$ cat config.mk
export PLATFORM = sky130hd
export DESIGN_NAME = int_bit_manip16
export DESIGN_NICKNAME = d
export VERILOG_FILES = /design/src/rtl/int_bit_manip16_pkg.sv /design/src/rtl/int_bit_count.sv /design/src/rtl/int_bit_manip16.sv
export SDC_FILE = /design/constraint.sdc
export NUM_CORES = 1
export LEC_CHECK = 0
export BUFFER_PORTS_ARGS = -buffer_cell sky130_fd_sc_hd__buf_2
export CORE_ASPECT_RATIO = 2
export CORE_MARGIN = 10
export CORE_UTILIZATION = 55
export DETAILED_ROUTE_END_ITERATION = 10
export PLACE_DENSITY_LB_ADDON = 0.2
export SYNTH_ARGS = -nofsm -noshare
export SYNTH_HDL_FRONTEND = slang
export SYNTH_HIERARCHICAL = 1
export SYNTH_SLANG_ARGS = --single-unit
$ cat constraint.sdc
create_clock -name clk -period 0.8 [get_ports clk]
set_input_delay 0.2 -clock clk [delete_from_list [all_inputs] [get_ports clk]]
set_output_delay 0.2 -clock clk [all_outputs]
set_load 0.02 [all_outputs]
$ cat src/rtl/int_bit_manip16_pkg.sv
// Shared constants and types for the 64-bit bit-manipulation unit.
// Operation encoding, data/index widths and the packed request word.
package int_bit_manip16_pkg;

  localparam int DATA_W = 64;
  localparam int IDX_W  = 6;
  localparam int CNT_W  = 7;  // counts span 0..64

  typedef enum logic [2:0] {
    OP_CLR  = 3'd0,
    OP_SET  = 3'd1,
    OP_TST  = 3'd2,
    OP_TGL  = 3'd3,
    OP_POPC = 3'd4,
    OP_CLZ  = 3'd5,
    OP_CTZ  = 3'd6,
    OP_FFS  = 3'd7
  } op_e;

  typedef struct packed {
    op_e               op;
    logic [DATA_W-1:0] a;
    logic [IDX_W-1:0]  idx;
  } req_t;

  function automatic logic [DATA_W-1:0] cnt_ext(input logic [CNT_W-1:0] c);
    return {{(DATA_W-CNT_W){1'b0}}, c};
  endfunction

endpackage

$ cat src/rtl/int_bit_count.sv
// Combinational popcount / leading-zero / trailing-zero counter over 64 bits.
// Zero latency, no flow control; an all-zero input yields clz = ctz = 64.
module int_bit_count
  import int_bit_manip16_pkg::*;
(
  input  logic [DATA_W-1:0] a,
  output logic [CNT_W-1:0]  popc,
  output logic [CNT_W-1:0]  clz,
  output logic [CNT_W-1:0]  ctz,
  output logic              zero
);

  always_comb begin
    popc = '0;
    for (int i = 0; i < DATA_W; i++) begin
      popc = popc + CNT_W'(a[i]);
    end
  end

  // Ascending scan: the highest set bit is the last one to overwrite clz.
  always_comb begin
    clz = CNT_W'(DATA_W);
    for (int i = 0; i < DATA_W; i++) begin
      if (a[i]) clz = CNT_W'(DATA_W - 1 - i);
    end
  end

  always_comb begin
    ctz = CNT_W'(DATA_W);
    for (int i = DATA_W - 1; i >= 0; i--) begin
      if (a[i]) ctz = CNT_W'(i);
    end
  end

  assign zero = ~|a;

endmodule

$ cat src/rtl/int_bit_manip16.sv
// Registered 64-bit bit set/clear/test/toggle and popcount/clz/ctz/ffs unit.
// One-cycle latency, accepts an operation every clock; no backpressure.
module int_bit_manip16
  import int_bit_manip16_pkg::*;
(
  input  logic              clk,
  input  logic              rst_n,
  input  logic [2:0]        operation,
  input  logic [DATA_W-1:0] opa_bit_manip,
  input  logic [DATA_W-1:0] opb_bit_manip,
  output logic [DATA_W-1:0] out_bit_manip
);

  req_t              req;
  logic [DATA_W-1:0] mask;
  logic [DATA_W-1:0] res;
  logic [CNT_W-1:0]  popc, clz, ctz;
  logic              zero;
  logic              unused_opb_hi;

  assign req.op  = op_e'(operation);
  assign req.a   = opa_bit_manip;
  assign req.idx = opb_bit_manip[IDX_W-1:0];

  // Only the index field of B is architecturally visible.
  assign unused_opb_hi = ^opb_bit_manip[DATA_W-1:IDX_W];

  assign mask = DATA_W'(1) << req.idx;

  int_bit_count u_count (
    .a    (req.a),
    .popc (popc),
    .clz  (clz),
    .ctz  (ctz),
    .zero (zero)
  );

  always_comb begin
    res = '0;
    case (req.op)
      OP_CLR:  res = req.a & ~mask;
      OP_SET:  res = req.a | mask;
      OP_TST:  res = {{(DATA_W-1){1'b0}}, req.a[req.idx]};
      OP_TGL:  res = req.a ^ mask;
      OP_POPC: res = cnt_ext(popc);
      OP_CLZ:  res = cnt_ext(clz);
      OP_CTZ:  res = cnt_ext(ctz);
      OP_FFS:  res = zero ? '0 : cnt_ext(ctz + CNT_W'(1));
      default: res = '0;
    endcase
  end

  always_ff @(posedge clk or negedge rst_n) begin
    if (!rst_n) out_bit_manip <= '0;
    else        out_bit_manip <= res;
  end

endmodule

==> flow_summary_export.csv, run 1 <==
group,metric,value,unit
status,stop_error,"[ERROR GRT-0232] Routing congestion too high. Check the congestion heatmap in the GUI.",
global_routing,grt_overflow,626,
synthesis,synth_fa_ha_area_share,30.70,%
synthesis,yosys_register_bits,64,
global_routing,track_usage,81.74,%
synthesis,async_reset_ff_share,100.0,%
place,place_inst,1689,
clock_tree,cts-buffers-inserted,9,
synthesis,ys_types,69,
clock_tree,cts_htree_levels,3,
clock_tree,cts.sinks,64,
timing,worst-ep-kind,"sequential cell input",
synthesis,synthMuxAreaShare,10.42,%
synthesis,yosys-top-cells-area,"ha_1, dfrtp_1, fa_1",
status,failed_stage,"global routing (5_1_grt)",
floorplan,die_w,113.2,um
place,port_buffers,138,
synthesis,synth_top_family_by_area,"adder cells",
floorplan,boundaryPins,197,
synthesis,synthXorXnorAreaFrac,0.8250,%
status,outcome,"did not finish",
floorplan,num_rows,68,
clock_tree,ctsLongestPathBuffers,2,
synthesis,syn_nets,1468,
synthesis,syn_area,9554,sq um
synthesis,yosys_most_used_dff,"dfrtp_1",
clock_tree,cts-root-buf,"clkbuf_16",
synthesis,synth_compound_area_share,14.59,%
synthesis,synth_seq_area_share,16.76,%
synthesis,synth-simple-area-share,15.87,%
place,globalplace.congestion,1.077,
global_routing,grt_start_max_net_pins,65,
synthesis,synth_top_cell_area_share,19.38,%
synthesis,synth_cells,1133,
floorplan,die_h,206.4,um
synthesis,synth_top_cell_by_area,"ha_1",
synthesis,avgSynthCellArea,8.433,sq um
timing,postGrtWorstEndpoint,"out_bit_manip[4]$_DFF_PN0_/D",
place,hpwlAfterDp,34290,um
synthesis,yosys_warnings,6,
synthesis,synth_edf_count,0,
floorplan,start_util,55.59,%
==> through the flow <==
step	area, sq um	worst slack [ps]	TNS [ps]	utilization, %
floorplan	9867	-5294	-78240	-
detailed placement	12670	-5748	-102050	73.73
global placement	12670	-5681	-100350	73.73
CTS	15600	-5351	-89060	90.75
==> synth_stat cells (4+ instances only) <==
| master | number |
|---|---|
| inv_1 | 219 |
| ha_1 | 148 |
| nor2_1 | 116 |
| nand2_1 | 91 |
| dfrtp_1 | 64 |
| a22oi_1 | 62 |
| mux2i_1 | 59 |
| fa_1 | 54 |
| a21oi_1 | 39 |
| clkbuf_1 | 29 |
| nor3_1 | 18 |
| nor4_1 | 18 |
| mux4_2 | 17 |
| buf_2 | 16 |
| o21ai_0 | 14 |
| a221oi_1 | 13 |
| nand2b_1 | 11 |
| nand3_1 | 11 |
| o31ai_1 | 11 |
| nor2b_1 | 9 |
| a211oi_1 | 8 |
| o21ai_1 | 7 |
| and2_1 | 6 |
| o211ai_1 | 6 |
| nand4_1 | 5 |
| o21a_1 | 5 |
| xnor2_1 | 5 |
| o22ai_1 | 4 |
| xor2_1 | 4 |
==> routing by layer <==
layer  global-route usage, %  GRT overflow
met4                   90.21           198
met3                   67.54            13
met1                   75.88             9
met5                   27.65             1
met2                   99.79           405
==> repair_timing <==
action / 4_1_cts
endpoints found under the setup margin: 128
hold buffers: 1
resized for setup: 473
setup buffers: 33
pin swaps: 155
endpoints found under the hold margin: 64
==> cell families after synthesis <==
kind of cell / Yosys count
and+or+nand+nor: 313
buffers and inverters: 269
adders and majority gates: 202
AOI/OAI and AO/OA: 198
muxes: 78
DFF: 64
xor gates and xnor gates: 9
==> run 2: changes to the inputs <==
--- a/config.mk
+++ b/config.mk
@@ -6,11 +6,10 @@
 export NUM_CORES = 1
 export LEC_CHECK = 0
 export BUFFER_PORTS_ARGS = -buffer_cell sky130_fd_sc_hd__buf_2
-export CORE_ASPECT_RATIO = 2
 export CORE_MARGIN = 10
-export CORE_UTILIZATION = 55
+export CORE_UTILIZATION = 40
 export DETAILED_ROUTE_END_ITERATION = 10
-export PLACE_DENSITY_LB_ADDON = 0.2
+export PLACE_DENSITY_LB_ADDON = 0.15
 export SYNTH_ARGS = -nofsm -noshare
 export SYNTH_HDL_FRONTEND = slang
 export SYNTH_HIERARCHICAL = 1
==> flow_summary_export.csv, run 2 <==
group,metric,value,unit
timing,whs,339.3,ps
place,place_inst,1791,
worst_setup_path,slowest_delay,570,ps
power,irDropWorstVdd,7549,uV
clock_tree,cts-buffers-inserted,9,
timing,fmaxAchievable,0.1628,GHz
status,violations,"setup timing",
place,globalplace.congestion,0.9514,
drt,via_per_inst,5.614,
drt,drc_errors,0,
floorplan,num_rows,56,
global_routing,grt_pass1_wl,61780,um
worst_setup_path,worst_ep_required_time,1040,ps
worst_setup_path,path_common_cell,"fa_1",
global_routing,antenna_found_initial,1,
synthesis,synth_seq_area_share,16.76,%
floorplan,boundaryPins,197,
synthesis,synth_top_cell_by_area,"ha_1",
run,max-cap-violations,0,
synthesis,yosys_warnings,6,
floorplan,die_w,174.6,um
power,powerDensity,2208,nW/um^2
timing,setup_ws,-5344,ps
place,hpwlAfterDp,30640,um
drt,detail-route-antenna-nets,0,
worst_setup_path,crit_path_max_fanout,2,
status,outcome,"finished, violations left",
synthesis,syn_area,9554,sq um
global_routing,track_usage,25.82,%
finish,final_cell_mix,"buf_4, inv_1, buf_6",
clock_tree,cts-root-buf,"clkbuf_16",
drt,wl_per_cell,23.59,um
power,leakagePower,7.700,nW
synthesis,synth_top_cell_area_share,19.38,%
finish,top_register,"out_bit_manip",
synthesis,async_reset_ff_share,100.0,%
timing,tns,-88250,ps
floorplan,start_util,40.70,%
timing,final_max_slew_viol_count,0,
floorplan,dieArea,30470,sq um
synthesis,yosys-top-cells-area,"ha_1, dfrtp_1, fa_1",
finish,utilization,68.58,%
power,combPwrFrac,78.7,%
finish,reg_top3,"out_bit_manip: 64 flops",
finish,drive_above_1_share,51.54,%
finish,finalNetCount,1859,
synthesis,synth_edf_count,0,
clock_tree,clkTransAtPathRegs,60,ps
drt,drtIter0Drc,1298,
power,netSwitchingPower,15.62,mW
clock_tree,cts_htree_levels,3,
timing,worst_pin_slew,732.1,ps
timing,period_needed,6144,ps
global_routing,grt_overflow,0,
drt,vias,10381,
finish,stdcell_count,1849,
timing,period_share,768.0,%
timing,slew_headroom,51.09,%
worst_setup_path,cp_top_family,"adder cells",
finish,syn2layout_area_growth,68.48,%
clock_tree,ctsLongestPathBuffers,2,
hold_path,hold_path.class,"input port to flip-flop",
worst_setup_path,critPathCaptureType,"flip-flop",
synthesis,ys_types,69,
worst_setup_path,critical_path_buf_inv_count,5,
synthesis,synth.most_common_cell,"inv_1",
timing,rsz0062_at_grt,"yes",
global_routing,grt_start_max_net_pins,58,
global_routing,grt_pass1_vias,10280,
power,swShare,43.96,%
synthesis,avgSynthCellArea,8.433,sq um
synthesis,synth_cells,1133,
synthesis,yosys_register_bits,64,
finish,layout_commonest_cell,"buf_4",
worst_setup_path,crit_arrival,6380,ps
power,p_clk_share,10.8,%
synthesis,syn_nets,1468,
drt,drt_wl_total,43610,um
finish,largest_reg_flops,64,
worst_setup_path,worstSetupStartpointType,"input port",
floorplan,core,23470,sq um
place,port_buffers,138,
power,p_int,19.92,mW
synthesis,yosys_most_used_dff,"dfrtp_1",
floorplan,die_h,174.6,um
clock_tree,cts.sinks,64,
drt,dr.pass1.iters,5,
worst_setup_path,crit_type,"input port to flip-flop",
timing,setup_violations,128,
synthesis,synth_common_cells,"inv_1, ha_1, nor2_1, nand2_1, dfrtp_1",
power,seqPwrFrac,10.4,%
power,fin_total_pwr,35.54,mW
timing,hold_viol,0,
clock_tree,cts_tree,"yes",
worst_setup_path,cpMaxStageDelayCell,"fa_2",
## run 2: cell counts after synthesis
Identical to the previous run, type by type.
## run 2: tightest hold or removal path: cells and delay by family
kind,cells,cell delay (ps)
buf+inv,2,260
compound gates,2,160
## run 2: layer usage
layer	global-route usage (%)	wire length, um
met2	41.80	20690
met3	4.377	3206
met5	0	0
met4	6.747	1445
met1	34.87	18270
## run 2: power groups by stage
stage,Clock (mW),Sequential (mW),Combinational [mW]
after floorplan,0,4.12,14.0
after global placement,0,3.68,23.7
final,3.85,3.71,28.0
after global routing,4.04,3.73,29.3
after detailed placement,0,3.69,24.0
after CTS,3.88,3.71,26.6
## run 2: through the flow
step	cell area, sq um	worst slack (ps)
global route	16100	-5570
finish	16100	-5344
floorplan	9867	-5294
CTS	15400	-5353
global placement	12620	-5750
detailed placement	12620	-5764
## run 2: cell families after synthesis
family	share of synthesized area [%]
XOR/XNOR	0.8250
buffers and inverters	10.83
AO/OA/AOI/OAI	14.59
multiplexers	10.42
adder cells (fa/ha/maj)	30.70
flip-flops	16.76
AND/OR/NAND/NOR	15.87
## run 2: area by class of cell
type	count	area, sq um
sequential	64	1602
inverter	221	829.5
fill	1669	7376
antenna	1	2.502
multi-input combinational	800	9235
timing repair buffer	428	3746
clock buffer	10	239.0
clock inverter	6	43.79
tap	319	399.1
## run 2: worst paths after layout
| path | from | depth (start not counted) | to |
|---|---|---|---|
| setup / recovery | opa_bit_manip[41] | 25 | out_bit_manip[6]$_DFF_PN0_ |
| hold / removal | operation[2] | 4 | out_bit_manip[1]$_DFF_PN0_ |
| max in group asynchronous | rst_n | 3 | out_bit_manip[47]$_DFF_PN0_ |
| min in group asynchronous | rst_n | 3 | out_bit_manip[9]$_DFF_PN0_ |
## run 2: repair_timing
item	in CTS	in global routing
hold endpoints to repair	64	0
hold buffers	1	0
buffers inserted	25	22
cloned	1	0
resized for setup	485	136
setup endpoints to repair	128	128
pin swaps	142	85
Note: power is estimated with default switching activity, not from simulation.
==> run 3: changes to the inputs <==
--- a/config.mk
+++ b/config.mk
@@ -7,9 +7,10 @@
 export LEC_CHECK = 0
 export BUFFER_PORTS_ARGS = -buffer_cell sky130_fd_sc_hd__buf_2
 export CORE_MARGIN = 10
-export CORE_UTILIZATION = 40
+export CORE_UTILIZATION = 24
 export DETAILED_ROUTE_END_ITERATION = 10
 export PLACE_DENSITY_LB_ADDON = 0.15
+export SKIP_LAST_GASP = 1
 export SYNTH_ARGS = -nofsm -noshare
 export SYNTH_HDL_FRONTEND = slang
 export SYNTH_HIERARCHICAL = 1
==> flow_summary_export.csv, run 3 (same netlist as run 2, synthesis figures left out) <==
group,metric,value,unit
worst_setup_path,critPathCaptureType,"flip-flop",
timing,slew_headroom,48.08,%
global_routing,grt_pass1_vias,10524,
finish,layout_commonest_cell,"buf_4",
finish,regArea,1602,sq um
floorplan,boundaryPins,197,
clock_tree,cts_tree,"yes",
drt,wl_per_cell,21.09,um
power,seqPwrFrac,9.9,%
power,irDropWorstVdd,3464,uV
timing,setup_violations,128,
worst_setup_path,crit_type,"input port to flip-flop",
finish,largest_reg_flops,64,
finish,top_register,"out_bit_manip",
worst_setup_path,worst_ep_required_time,1050,ps
worst_setup_path,cp_top_family,"adder cells",
worst_setup_path,crit_arrival,6330,ps
clock_tree,ctsLongestPathBuffers,2,
clock_tree,cts_htree_levels,3,
power,p_clk_share,10.9,%
finish,reg_top3,"out_bit_manip: 64 flops",
floorplan,core,39550,sq um
finish,final_cell_mix,"buf_4, inv_1, buf_6",
power,p_int,21.42,mW
worst_setup_path,cpMaxStageDelayCell,"fa_1",
finish,antenna_cells,0,
power,fin_total_pwr,37.36,mW
global_routing,antenna_found_initial,0,
drt,via_per_inst,4.747,
finish,multi_input_area,9339,sq um
finish,finalNetCount,1881,
worst_setup_path,path_common_cell,"fa_1",
timing,final_max_slew_viol_count,0,
place,globalplace.congestion,0.8896,
place,post_dp_cell_area,13000,sq um
worst_setup_path,worstSetupStartpointType,"input port",
timing,tns,-80970,ps
global_routing,grt_overflow,0,
hold_path,hold_path.class,"input port to async pin",
place,hpwlAfterDp,35150,um
timing,worst_pin_slew,777.2,ps
global_routing,grt_pass1_wl,64630,um
drt,vias,9854,
drt,drtIter0Drc,626,
global_routing,track_usage,17.97,%
timing,fmaxAchievable,0.1643,GHz
floorplan,dieArea,48190,sq um
timing,period_share,760.8,%
clock_tree,cts.sinks,64,
worst_setup_path,crit_path_max_fanout,2,
drt,drc_errors,0,
power,swShare,42.66,%
drt,detail-route-antenna-nets,0,
status,violations,"setup timing",
power,leakagePower,7.871,nW
worst_setup_path,critical_path_buf_inv_count,7,
finish,nFillCells,3876,
place,pre_cts_ws,-5796,ps
run,max-cap-violations,0,
clock_tree,cts-root-buf,"clkbuf_16",
floorplan,die_w,219.5,um
timing,setup_ws,-5286,ps
status,outcome,"finished, violations left",
finish,drive_above_1_share,52.35,%
timing,rsz0062_at_grt,"yes",
worst_setup_path,slowest_delay,550,ps
timing,period_needed,6086,ps
place,port_buffers,138,
drt,dr.pass1.iters,5,
finish,syn2layout_area_growth,75.22,%
clock_tree,clkTransAtPathRegs,60,ps
floorplan,num_rows,73,
floorplan,start_util,24.16,%
power,combPwrFrac,79.2,%
floorplan,die_h,219.5,um
global_routing,grt_start_max_net_pins,58,
power,netSwitchingPower,15.94,mW
finish,final_cell_area,16740,sq um
clock_tree,cts-buffers-inserted,9,
power,powerDensity,2232,nW/um^2
drt,drt_wl_total,43780,um
timing,hold_viol,0,
## run 3: metal layers
metal	global-route usage [%]	part of all wire, %
met3	3.661	5.3
met1	22.87	44
met4	5.010	1.8
met2	30.19	49
met5	0	0
## run 3: through the flow
step	hold slack [ps]	std cells	util (%)
floorplan	-95.59	1133	-
global placement	141.9	2003	32.86
detailed placement	145.2	2003	32.86
CTS	266.3	2054	40.23
global route	314.8	2076	42.33
finish	297.0	2076	42.33
## run 3: what timing repair did
item                                    CTS  global route
hold endpoints to repair                 64             0
endpoints found under the setup margin  128           128
buffers inserted                         35            26
gates resized for setup                 481           140
hold buffers                              1             0
pin swaps                               149            99
## run 3: cell type report
type | instances | area share [%]
clock inverters | 7 | 0.4260
well taps | 525 | 3.924
multi-input cells | 800 | 55.78
inverters | 221 | 4.955
flip-flops and latches | 64 | 9.567
repair buffers | 450 | 24.00
clock buffers | 9 | 1.345
## run 3: path summary, 6_finish.rpt
kind / from / endpoint / slack (ps) / cells past startpoint
setup / recovery: opa_bit_manip[55] / out_bit_manip[6]$_DFF_PN0_ / -5290 / 27
max in group asynchronous: rst_n / out_bit_manip[60]$_DFF_PN0_ / 130 / 4
hold / removal: rst_n / out_bit_manip[6]$_DFF_PN0_ / 300 / 3
min in group clk: operation[2] / out_bit_manip[2]$_DFF_PN0_ / 380 / 4
## run 3: power groups by stage
stage               Combinational (mW)  Clock (mW)  Sequential [mW]
floorplan                         14.0           0             4.12
global placement                  24.3           0             3.68
detailed placement                24.4           0             3.68
CTS                               28.9        4.27             3.71
global route                      31.5        4.40             3.74
finish                            29.6        4.06             3.71
==> run 4: changes to the inputs <==
--- a/config.mk
+++ b/config.mk
@@ -9,7 +9,6 @@
 export CORE_MARGIN = 10
 export CORE_UTILIZATION = 24
 export DETAILED_ROUTE_END_ITERATION = 10
-export PLACE_DENSITY_LB_ADDON = 0.15
 export SKIP_LAST_GASP = 1
 export SYNTH_ARGS = -nofsm -noshare
 export SYNTH_HDL_FRONTEND = slang
==> constraint.sdc (replaced) <==
create_clock -name clk -period 0.8 [get_ports clk]
set_input_delay 0.04 -clock clk [delete_from_list [all_inputs] [get_ports clk]]
set_output_delay 0.04 -clock clk [all_outputs]
set_load 0.02 [all_outputs]
==> flow_summary_export.csv, run 4 (same netlist as run 2, synthesis figures left out) <==
group,metric,value,unit
clock_tree,cts-root-buf,"clkbuf_16",
worst_setup_path,cpMaxStageDelayCell,"fa_1",
timing,rsz0062_at_grt,"yes",
floorplan,num_rows,73,
power,leakagePower,7.894,nW
clock_tree,cts.sinks,64,
place,globalplace.congestion,0.9348,
finish,largest_reg_flops,64,
clock_tree,cts-buffers-inserted,9,
global_routing,grt_start_max_net_pins,58,
floorplan,core,39550,sq um
timing,final_max_slew_viol_count,0,
power,combPwrFrac,79.1,%
timing,setup_violations,128,
finish,finalNetCount,1887,
floorplan,dieArea,48190,sq um
timing,fmaxAchievable,0.1685,GHz
power,netSwitchingPower,15.08,mW
status,violations,"setup timing",
finish,final_cell_area,16680,sq um
worst_setup_path,crit_arrival,6170,ps
drt,vias,10378,
timing,period_share,741.7,%
global_routing,grt_pass1_vias,10662,
floorplan,die_h,219.5,um
hold_path,hold_path.class,"input port to async pin",
global_routing,grt_overflow,0,
global_routing,grt_pass1_wl,63890,um
place,pre_cts_ws,-5625,ps
worst_setup_path,crit_type,"input port to flip-flop",
power,p_clk_share,10.6,%
drt,via_per_inst,4.977,
run,max-cap-violations,0,
power,p_int,21.00,mW
global_routing,track_usage,17.45,%
finish,syn2layout_area_growth,74.59,%
timing,hold_viol,0,
power,irDropWorstVdd,3101,uV
place,post_dp_cell_area,13000,sq um
power,powerDensity,2163,nW/um^2
finish,reg_top3,"out_bit_manip: 64 flops",
drt,detail-route-antenna-nets,0,
worst_setup_path,worst_ep_required_time,1030,ps
floorplan,start_util,24.16,%
status,outcome,"finished, violations left",
timing,tns,-65470,ps
floorplan,die_w,219.5,um
drt,wl_per_cell,21.67,um
global_routing,antenna_found_initial,14,
floorplan,boundaryPins,197,
worst_setup_path,worstSetupStartpointType,"input port",
timing,setup_ws,-5133,ps
finish,drive_above_1_share,51.29,%
finish,final_cell_mix,"buf_4, inv_1, buf_6",
timing,slew_headroom,64.51,%
place,port_buffers,138,
clock_tree,clkTransAtPathRegs,60,ps
clock_tree,cts_htree_levels,3,
power,seqPwrFrac,10.3,%
timing,worst_pin_slew,530.0,ps
clock_tree,cts_tree,"yes",
worst_setup_path,slowest_delay,540,ps
finish,layout_commonest_cell,"buf_4",
drt,drc_errors,0,
timing,period_needed,5933,ps
worst_setup_path,crit_path_max_fanout,2,
place,hpwlAfterDp,33620,um
worst_setup_path,path_common_cell,"fa_1",
drt,dr.pass1.iters,5,
power,swShare,41.80,%
drt,drt_wl_total,45180,um
drt,drtIter0Drc,678,
worst_setup_path,critPathCaptureType,"flip-flop",
clock_tree,ctsLongestPathBuffers,2,
finish,top_register,"out_bit_manip",
-- run 4: layout make-up --
cell class / instances / area (sq um)
Timing Repair Buffer: 456 / 4094
Antenna cell: 4 / 10.01
Clock inverter: 6 / 61.31
Multi-Input combinational cell: 800 / 9200
Clock buffer: 9 / 225.2
Inverter: 221 / 832.0
Tap cell: 525 / 656.9
Sequential cell: 64 / 1602
Fill cell: 3659 / 22870
-- run 4: repair_timing --
item | in CTS | in global routing
gates cloned | 2 | 0
setup endpoints to repair | 128 | 128
setup buffers | 29 | 33
hold buffers | 1 | 0
gates resized for setup | 455 | 157
pin swaps | 164 | 144
hold endpoints to repair | 64 | 0
-- run 4: final timing paths --
kind	startpoint	endpoint	slack (ps)	cells past startpoint
max	opa_bit_manip[59]	out_bit_manip[6]$_DFF_PN0_	-5130	27
min	rst_n	out_bit_manip[5]$_DFF_PN0_	140	2
max in group asynchronous	rst_n	out_bit_manip[30]$_DFF_PN0_	180	3
min in group clk	operation[0]	out_bit_manip[4]$_DFF_PN0_	210	4
-- run 4: critical path: cells and delay by family --
| kind | cells | cell delay (ps) |
|---|---|---|
| adder cells (fa/ha/maj) | 10 | 4590 |
| AO/OA/AOI/OAI | 4 | 580 |
| AND/OR/NAND/NOR | 5 | 420 |
| buffers and inverters | 7 | 420 |
| multiplexers | 1 | 130 |
-- run 4: power groups by stage --
| stage | clock [mW] | combinational (mW) | sequential, mW |
|---|---|---|---|
| CTS | 4.01 | 27.5 | 3.72 |
| global route | 4.10 | 30.2 | 3.74 |
| floorplan | 0 | 14.0 | 4.12 |
| detailed placement | 0 | 24.0 | 3.69 |
| finish | 3.83 | 28.5 | 3.72 |
| global placement | 0 | 23.5 | 3.69 |
-- run 4: metrics by stage --
step | total power, mW | instances | utilization, % | hold WS (ps)
2_1_floorplan | 18.11 | 1133 | - | -255.6
3_3_place_gp | 27.19 | 2007 | 32.87 | 4.897
3_5_place_dp | 27.67 | 2007 | 32.87 | 0.1965
4_1_cts | 35.25 | 2053 | 39.60 | 137.1
5_1_grt | 38.03 | 2081 | 42.15 | 179.4
6_report | 36.08 | 2085 | 42.18 | 144.6
-- run 4: routing by layer --
metal / global-route usage [%] / routed length (um) / up-vias / share of wire (%)
met1: 20.56 / 17240 / 5127 / 38
met3: 4.264 / 3466 / 139 / 7.7
met4: 7.699 / 2296 / 22 / 5.1
li1: - / - / 4681 / -
met5: 0 / 136 / - / 0.30
met2: 29.58 / 22030 / 409 / 49
